## src/rtl/vx_fetch_sched.sv

```systemverilog
// vx_fetch_sched: round-robin fetch warp scheduler gated by one outstanding fetch and ibuffer credits per warp.
// Define FETCH_SCHED_PERF_EN to add saturating issue/stall performance counters.
module vx_fetch_sched #(
    parameter int NUM_WARPS   = 4,
    parameter int NUM_THREADS = 4,
    parameter int PC_BITS     = 31,
    parameter int UUID_WIDTH  = 8,
    parameter int IBUF_SIZE   = 4,
    localparam int NW_WIDTH   = NUM_WARPS > 1 ? $clog2(NUM_WARPS) : 1,
    localparam int CW         = $clog2(IBUF_SIZE + 1)
) (
    input  logic                             clk,
    input  logic                             reset_n,
    input  logic [NUM_WARPS-1:0]             warp_valid_i,
    input  logic [NUM_WARPS*PC_BITS-1:0]     warp_pc_i,
    input  logic [NUM_WARPS*NUM_THREADS-1:0] warp_tmask_i,
    output logic                             sched_valid_o,
    output logic [NW_WIDTH-1:0]              sched_wid_o,
    output logic [PC_BITS-1:0]               sched_pc_o,
    output logic [NUM_THREADS-1:0]           sched_tmask_o,
    output logic [UUID_WIDTH-1:0]            sched_uuid_o,
    input  logic                             sched_ready_i,
    input  logic                             rsp_fire_i,
    input  logic [NW_WIDTH-1:0]              rsp_wid_i,
`ifdef FETCH_SCHED_PERF_EN
    output logic [31:0]                      perf_issue_cnt_o,
    output logic [31:0]                      perf_stall_cnt_o,
`endif
    input  logic [NUM_WARPS-1:0]             ibuf_pop_i
);
    logic [NUM_WARPS-1:0]   pending_q, pending_d, eligible, full;
    logic [CW-1:0]          credit_q [NUM_WARPS];
    logic [CW-1:0]          credit_d [NUM_WARPS];
    logic [NW_WIDTH-1:0]    rr_q, rr_d, grant;
    logic [UUID_WIDTH-1:0]  uuid_q;
    logic                   valid_q, found, load;
    logic [NW_WIDTH-1:0]    wid_q;
    logic [PC_BITS-1:0]     pc_q;
    logic [NUM_THREADS-1:0] tmask_q;
    logic [UUID_WIDTH-1:0]  suuid_q;

    always_comb begin
        for (int w = 0; w < NUM_WARPS; w++) begin
            full[w]     = credit_q[w] == CW'(IBUF_SIZE);
            eligible[w] = warp_valid_i[w] & ~pending_q[w] & (credit_q[w] != '0);
        end
    end

    always_comb begin
        found = 1'b0;
        grant = '0;
        for (int i = 0; i < NUM_WARPS; i++) begin
            if (!found && eligible[(int'(rr_q) + i) % NUM_WARPS]) begin
                found = 1'b1;
                grant = NW_WIDTH'((int'(rr_q) + i) % NUM_WARPS);
            end
        end
    end

    assign load = (~valid_q | sched_ready_i) & found;
    assign rr_d = NW_WIDTH'((int'(grant) + 1) % NUM_WARPS);

    // Grant-time side effects keep a waiting entry's warp from being re-granted.
    always_comb begin
        for (int w = 0; w < NUM_WARPS; w++) begin
            pending_d[w] = (load && grant == NW_WIDTH'(w)) |
                           (pending_q[w] & ~(rsp_fire_i && rsp_wid_i == NW_WIDTH'(w)));
            credit_d[w]  = credit_q[w] + CW'(ibuf_pop_i[w] & ~full[w])
                           - CW'(load && grant == NW_WIDTH'(w));
        end
    end

    always_ff @(posedge clk or negedge reset_n) begin
        if (!reset_n) begin
            pending_q <= '0;
            for (int w = 0; w < NUM_WARPS; w++) credit_q[w] <= CW'(IBUF_SIZE);
            rr_q    <= '0;
            uuid_q  <= '0;
            valid_q <= 1'b0;
            wid_q   <= '0;
            pc_q    <= '0;
            tmask_q <= '0;
            suuid_q <= '0;
        end else begin
            pending_q <= pending_d;
            credit_q  <= credit_d;
            if (load) begin
                rr_q    <= rr_d;
                uuid_q  <= uuid_q + UUID_WIDTH'(1);
                valid_q <= 1'b1;
                wid_q   <= grant;
                pc_q    <= warp_pc_i[int'(grant)*PC_BITS +: PC_BITS];
                tmask_q <= warp_tmask_i[int'(grant)*NUM_THREADS +: NUM_THREADS];
                suuid_q <= uuid_q;
            end else if (sched_ready_i) begin
                valid_q <= 1'b0;
            end
        end
    end

    assign sched_valid_o = valid_q;
    assign sched_wid_o   = wid_q;
    assign sched_pc_o    = pc_q;
    assign sched_tmask_o = tmask_q;
    assign sched_uuid_o  = suuid_q;

`ifdef FETCH_SCHED_PERF_EN
    logic [31:0] issue_q, stall_q;
    always_ff @(posedge clk or negedge reset_n) begin
        if (!reset_n) begin
            issue_q <= '0;
            stall_q <= '0;
        end else begin
            if (valid_q && sched_ready_i && !(&issue_q)) issue_q <= issue_q + 32'd1;
            if (|warp_valid_i && !(|eligible) && (!valid_q || sched_ready_i) && !(&stall_q))
                stall_q <= stall_q + 32'd1;
        end
    end
    assign perf_issue_cnt_o = issue_q;
    assign perf_stall_cnt_o = stall_q;
`endif

`ifndef SYNTHESIS
    a_rsp_pending: assert property (@(posedge clk) disable iff (!reset_n)
        rsp_fire_i |-> pending_q[rsp_wid_i]);
    a_pop_overflow: assert property (@(posedge clk) disable iff (!reset_n)
        (ibuf_pop_i & full) == '0);
`endif
endmodule

```

## config.mk

```make
export PLATFORM = sky130hd
export DESIGN_NAME = vx_fetch_sched
export DESIGN_NICKNAME = d
export VERILOG_FILES = /design/src/rtl/vx_fetch_sched.sv
export SDC_FILE = /design/constraint.sdc
export NUM_CORES = 1
export LEC_CHECK = 0
export ABC_AREA = 1
export ABC_CLOCK_PERIOD_IN_PS = 6100
export BUFFER_PORTS_ARGS = -buffer_cell sky130_fd_sc_hd__buf_2
export CAP_MARGIN = 15
export CORE_UTILIZATION = 54
export CTS_CLUSTER_SIZE = 24
export DETAILED_ROUTE_END_ITERATION = 10
export PLACE_DENSITY = 0.86
export SETUP_SLACK_MARGIN = 0.3
export SYNTH_ARGS = -nofsm -noshare
export SYNTH_HDL_FRONTEND = slang
export SYNTH_SLANG_ARGS = --single-unit
```

## constraint.sdc

```tcl
create_clock -name clk -period 6.1 [get_ports clk]
set_clock_uncertainty 0.15 [all_clocks]
set_input_delay 0.305 -clock clk [delete_from_list [all_inputs] [get_ports clk]]
set_output_delay 0.305 -clock clk [all_outputs]
set_load 0.05 [all_outputs]
```

### Word level (Yosys, flattened, before mapping)

Index checks and enable logic that the tools add are counted.

| cells by class | value |
|---|---|
| $mul | 1 |
| add/sub/neg operators | 13 |
| bitwise logic cells | 38 |
| magnitude comparators | 4 |
| mux-type cells | 21 |
| shift operators | 2 |
| reductions and logical operators | 24 |
| equality and inequality tests | 10 |

Operator list:

| operator | number |
|---|---|
| indexed part select 124 x 8 -> 31 bit | 1 |
| indexed part select 16 x 5 -> 4 bit | 1 |
| bitwise AND 1 bit | 13 |
| 2-to-1 mux 1 bit | 13 |
| adder 3 bit | 4 |
| bitwise AND 1 x 3 -> 3 bit | 4 |
| equality test 3 bit, second input constant | 4 |
| less-than comparator 3 x 4 -> 1 bit, second input constant | 3 |
| inverter 1 -> 3 bit | 4 |
| nonzero test 3 bit | 4 |
| subtractor 3 x 1 -> 3 bit | 4 |
| logical AND 1 bit | 11 |
| inverter 1 bit | 9 |
| adder 8 x 1 -> 8 bit, second input constant | 1 |
| binary-select mux 1 bit (select 2 bit) | 4 |
| equality test 2 bit, second input constant | 4 |
| 2-to-1 mux 2 bit | 4 |
| multiplier 2 x 5 -> 7 bit, second input constant | 1 |
| OR reduction 2 bit | 3 |
| bitwise OR 1 bit | 5 |
| adder 2 x 1 -> 2 bit, second input constant | 2 |
| adder 2 bit, second input constant | 2 |
| equality test 2 x 1 -> 1 bit, second input constant | 2 |
| zero test 2 bit | 2 |
| other kinds (4) | 8 |

| word-level totals | value |
|---|---|
| bits in registers | 72 |

### Longest topological paths before layout

| depth | value |
|---|---|
| depth in word-level cells | 18 |
| depth in mapped cells | 20 |

### Worst setup path before layout

OpenSTA, ideal clock, no wires.

| path | value |
|---|---|
| path type | flip-flop to flip-flop |
| from | register credit_q[8] (netlist bit) |
| to | register credit_q[11] (netlist bit) |
| slack | 3.101 ns |
| stages on the path, launching flop included | 20 |
| path buffers | 0 |
| data required time | 5.875 ns |
| setup time | 0.075 ns |
| arrival time | 2.775 ns |
| period minus slack after synthesis | 2.999 ns |
| cells stage by stage | dfstp_2 inv_1 nand2_1 nand3_1 nand3_1 nand2_2 a21oi_1 nand2_2 nand2_4 inv_2 nor2_1 inv_2 nor2_1 ha_1 inv_1 ha_1 inv_1 fa_1 xnor2_1 xor2_1 |

RTL lines:

| item | RTL line | RTL |
|---|---|---|
| from (decl) | 32 | `logic [CW-1:0] credit_q [NUM_WARPS];` |
| from (signal assigned) | 86 | `credit_q <= credit_d;` |

==> impl_metrics.yaml <==
route:
  via_per_inst: 4.87
  wirelength_mm: 12.5
  drt_iter0_markers: 259
  drtAntennaViolNets: 0
  routedWlPerCell_um: 11.6
  vias: 5269
  dr.pass1.iters: 5
  remaining_drc_errors: 0
layout:
  register_area_um2: 1810
  synthToLayoutAreaGrowth_pct: 22.6
  stdcell_area_um2: 6230
  fin_util_pct: 67.8
  nFillCells: 870
  nets: 1133
  multiInputGateArea_um2: 2380
  drive_above_1_share_pct: 24.3
  num_antenna_cells: 0
placed_design:
  place_congestion: 0.900
  port_buffers: 199
  post-dp-hpwl_mm: 9.06
  post_dp_cell_area_um2: 6020
timing:
  finalHoldViolations: 0
  rsz0062_at_grt: "no"
  fin_tns_setup_ps: 0
  tightestPinTransition_ps: 1040
  slew_headroom_pct: 30.2
  period_share_pct: 72.6
  setup-violations-final: 0
  drv_slew: 0
  hold_slack_ps: 73.2
  period_needed_ps: 4430
  max_freq_ghz: 0.226
clock_network:
  cts_made_buffers: 9
  insertion_delay_ps: 350
  clk_pin_slew_ps: 80
  clockBufferDepth: 2
  cts_tree: "done"
  clockRootBuffer: "clkbuf_8"
  htree_levels: 3
  cts_sinks: 72
critical_path:
  reg2reg_slack_ps: 1670
  required_ps: 6220
  startpoint: "rr_q[0]$_DFFE_PN0P_"
  reg2reg_to: "credit_q[11]$_DFF_PN1_"
  rr_worst_depth: 19
  start_kind: "flip-flop"
  end_kind: "flip-flop"
  cp.arrival_ps: 4550
  cp_max_fo: 73
  rr_startpoint: "rr_q[0]$_DFFE_PN0P_"
  critPathKind: "flip-flop to flip-flop"
  endpoint: "credit_q[11]$_DFF_PN1_"
logic_synthesis:
  seq_area_frac_synth_pct: 35.6
  synthesis.nets: 959
  synth_ff_type: "dfrtp_1"
  synth_most_common_cell: "nand2_1"
  synth_top_area_cell: "dfrtp_1"
  yosys-top-cells-count: "nand2_1, inv_1, nand3_1"
  synthArstFlopShare_pct: 100
  synth_top_area_share_pct: 33.5
  avgSynthCellArea_um2: 6.42
  netlist_instances: 792
  yosysWarnings: 0
  syn_area_um2: 5080
  synth_edf_count: 0
  ys_types: 28
  ys_top_cells_by_area: "dfrtp_1, nand2_1, nand3_1"
  ys_ff_latch: 72
die:
  initial_utilization_pct: 55.3
  num_rows: 35
  die_area_um2: 9800
  chipHeight_um: 99
  die_w_um: 99
  core_um2: 9200
  ioPinCount: 200
global_route:
  grt_max_degree: 74
  globalRouteOverflowTotal: 0
  grt_antenna_before_repair: 0
  grt_pass1_wl_mm: 20.9
  grt_pass1_vias: 4679
  grtUsageTotal_pct: 26.8
status:
  status: "finished clean"
job:
  maxCapViolCount: 0
min_path:
  hold_path.class: "input port to flip-flop"
per-layer routing:
layer  share of wire (%)  global-route usage, %  vias to the layer above
met4                 2.1                   9.41                        0
met5                   0                      0                        -
met1                  45                   35.3                     2332
met2                  47                   44.4                      196
li1                    -                      -                     2718
met3                 6.0                   4.89                       23
metrics by stage:
| step | std cells | setup slack (ps) |
|---|---|---|
| floorplan | 792 | 3100 |
| finish | 1082 | 1670 |
| detailed placement | 1065 | 1710 |
| CTS | 1082 | 1650 |
| global placement | 1065 | 1790 |
| global route | 1082 | 1280 |
how the worst min path moves through the flow:
stage                                     startpoint  slack (ps)                    endpoint  depth (start not counted)
after floorplan                              reset_n        -140       credit_q[0]$_DFF_PN0_                          0
after global placement         uuid_q[7]$_DFFE_PN0P_         310       uuid_q[7]$_DFFE_PN0P_                          2
after detailed placement  sched_pc_o[17]$_DFFE_PN0P_         310  sched_pc_o[17]$_DFFE_PN0P_                          2
after CTS                               rsp_wid_i[0]          70      pending_q[2]$_DFF_PN0_                          3
after global routing                    rsp_wid_i[0]          90      pending_q[2]$_DFF_PN0_                          3
final                                   rsp_wid_i[0]          70      pending_q[2]$_DFF_PN0_                          3
critical path, stage by stage (launching register included):
cell	delay, ps
dfrtp_1	610
inv_2	120
nand3_1	180
nand3_1	110
nand2_2	130
nand3_1	100
nand3_2	60
buf_4	570
nand2_4	540
inv_2	180
nor2_1	90
inv_2	120
nor2_1	40
ha_1	310
inv_1	50
ha_1	130
inv_1	50
fa_1	380
xnor2_1	170
xor2_1	190
logic make-up (layout without fill, tap and decap cells):
logic type | count (synthesis) | after routing | share of synthesized area, %
fa+ha+maj | 13 | 13 | 3.79
buf+inv | 218 | 397 | 17.5
flops | 72 | 72 | 35.6
compound gates | 16 | 16 | 1.72
xor+xnor | 15 | 15 | 2.96
simple gates | 458 | 458 | 38.4
state kept, by name, summed over array words and instances, names as in the netlist:
signal         cells
credit_q          12
sched_wid_o        2
uuid_q             8
pending_q          4
sched_tmask_o      4
rr_q               2
sched_uuid_o       8
sched_valid_o      1
sched_pc_o        31
cell usage in the layout, fill, tap and decap left out, types with 3 or more instances in the layout:
cell / count
nand2_1: 270
buf_2: 198
inv_1: 172
nand3_1: 161
dfrtp_1: 68
nor2_1: 17
o21ai_0: 9
ha_1: 9
clkbuf_8: 9
xnor2_1: 8
inv_2: 6
xor2_1: 6
nand2_2: 4
fa_1: 4
dfstp_2: 4
buf_4: 4
clkinvlp_4: 3
inv_6: 3
repair_timing:
action,CTS,global route
resized for setup,0,0
hold buffers,1,0
endpoints found under the hold margin,68,0
setup buffers,0,0
final cells by class:
| cell class | instances | area share, % |
|---|---|---|
| Multi-Input combinational cell | 502 | 38.3 |
| Sequential cell | 72 | 29.0 |
| Timing Repair Buffer | 203 | 16.5 |
| Inverter | 178 | 10.7 |
| Tap cell | 111 | 2.23 |
| Clock buffer | 9 | 1.99 |
| Clock inverter | 7 | 1.27 |
Power is not shown: default switching activity piles up to over one toggle a cycle in this logic, so the estimate is an artifact.
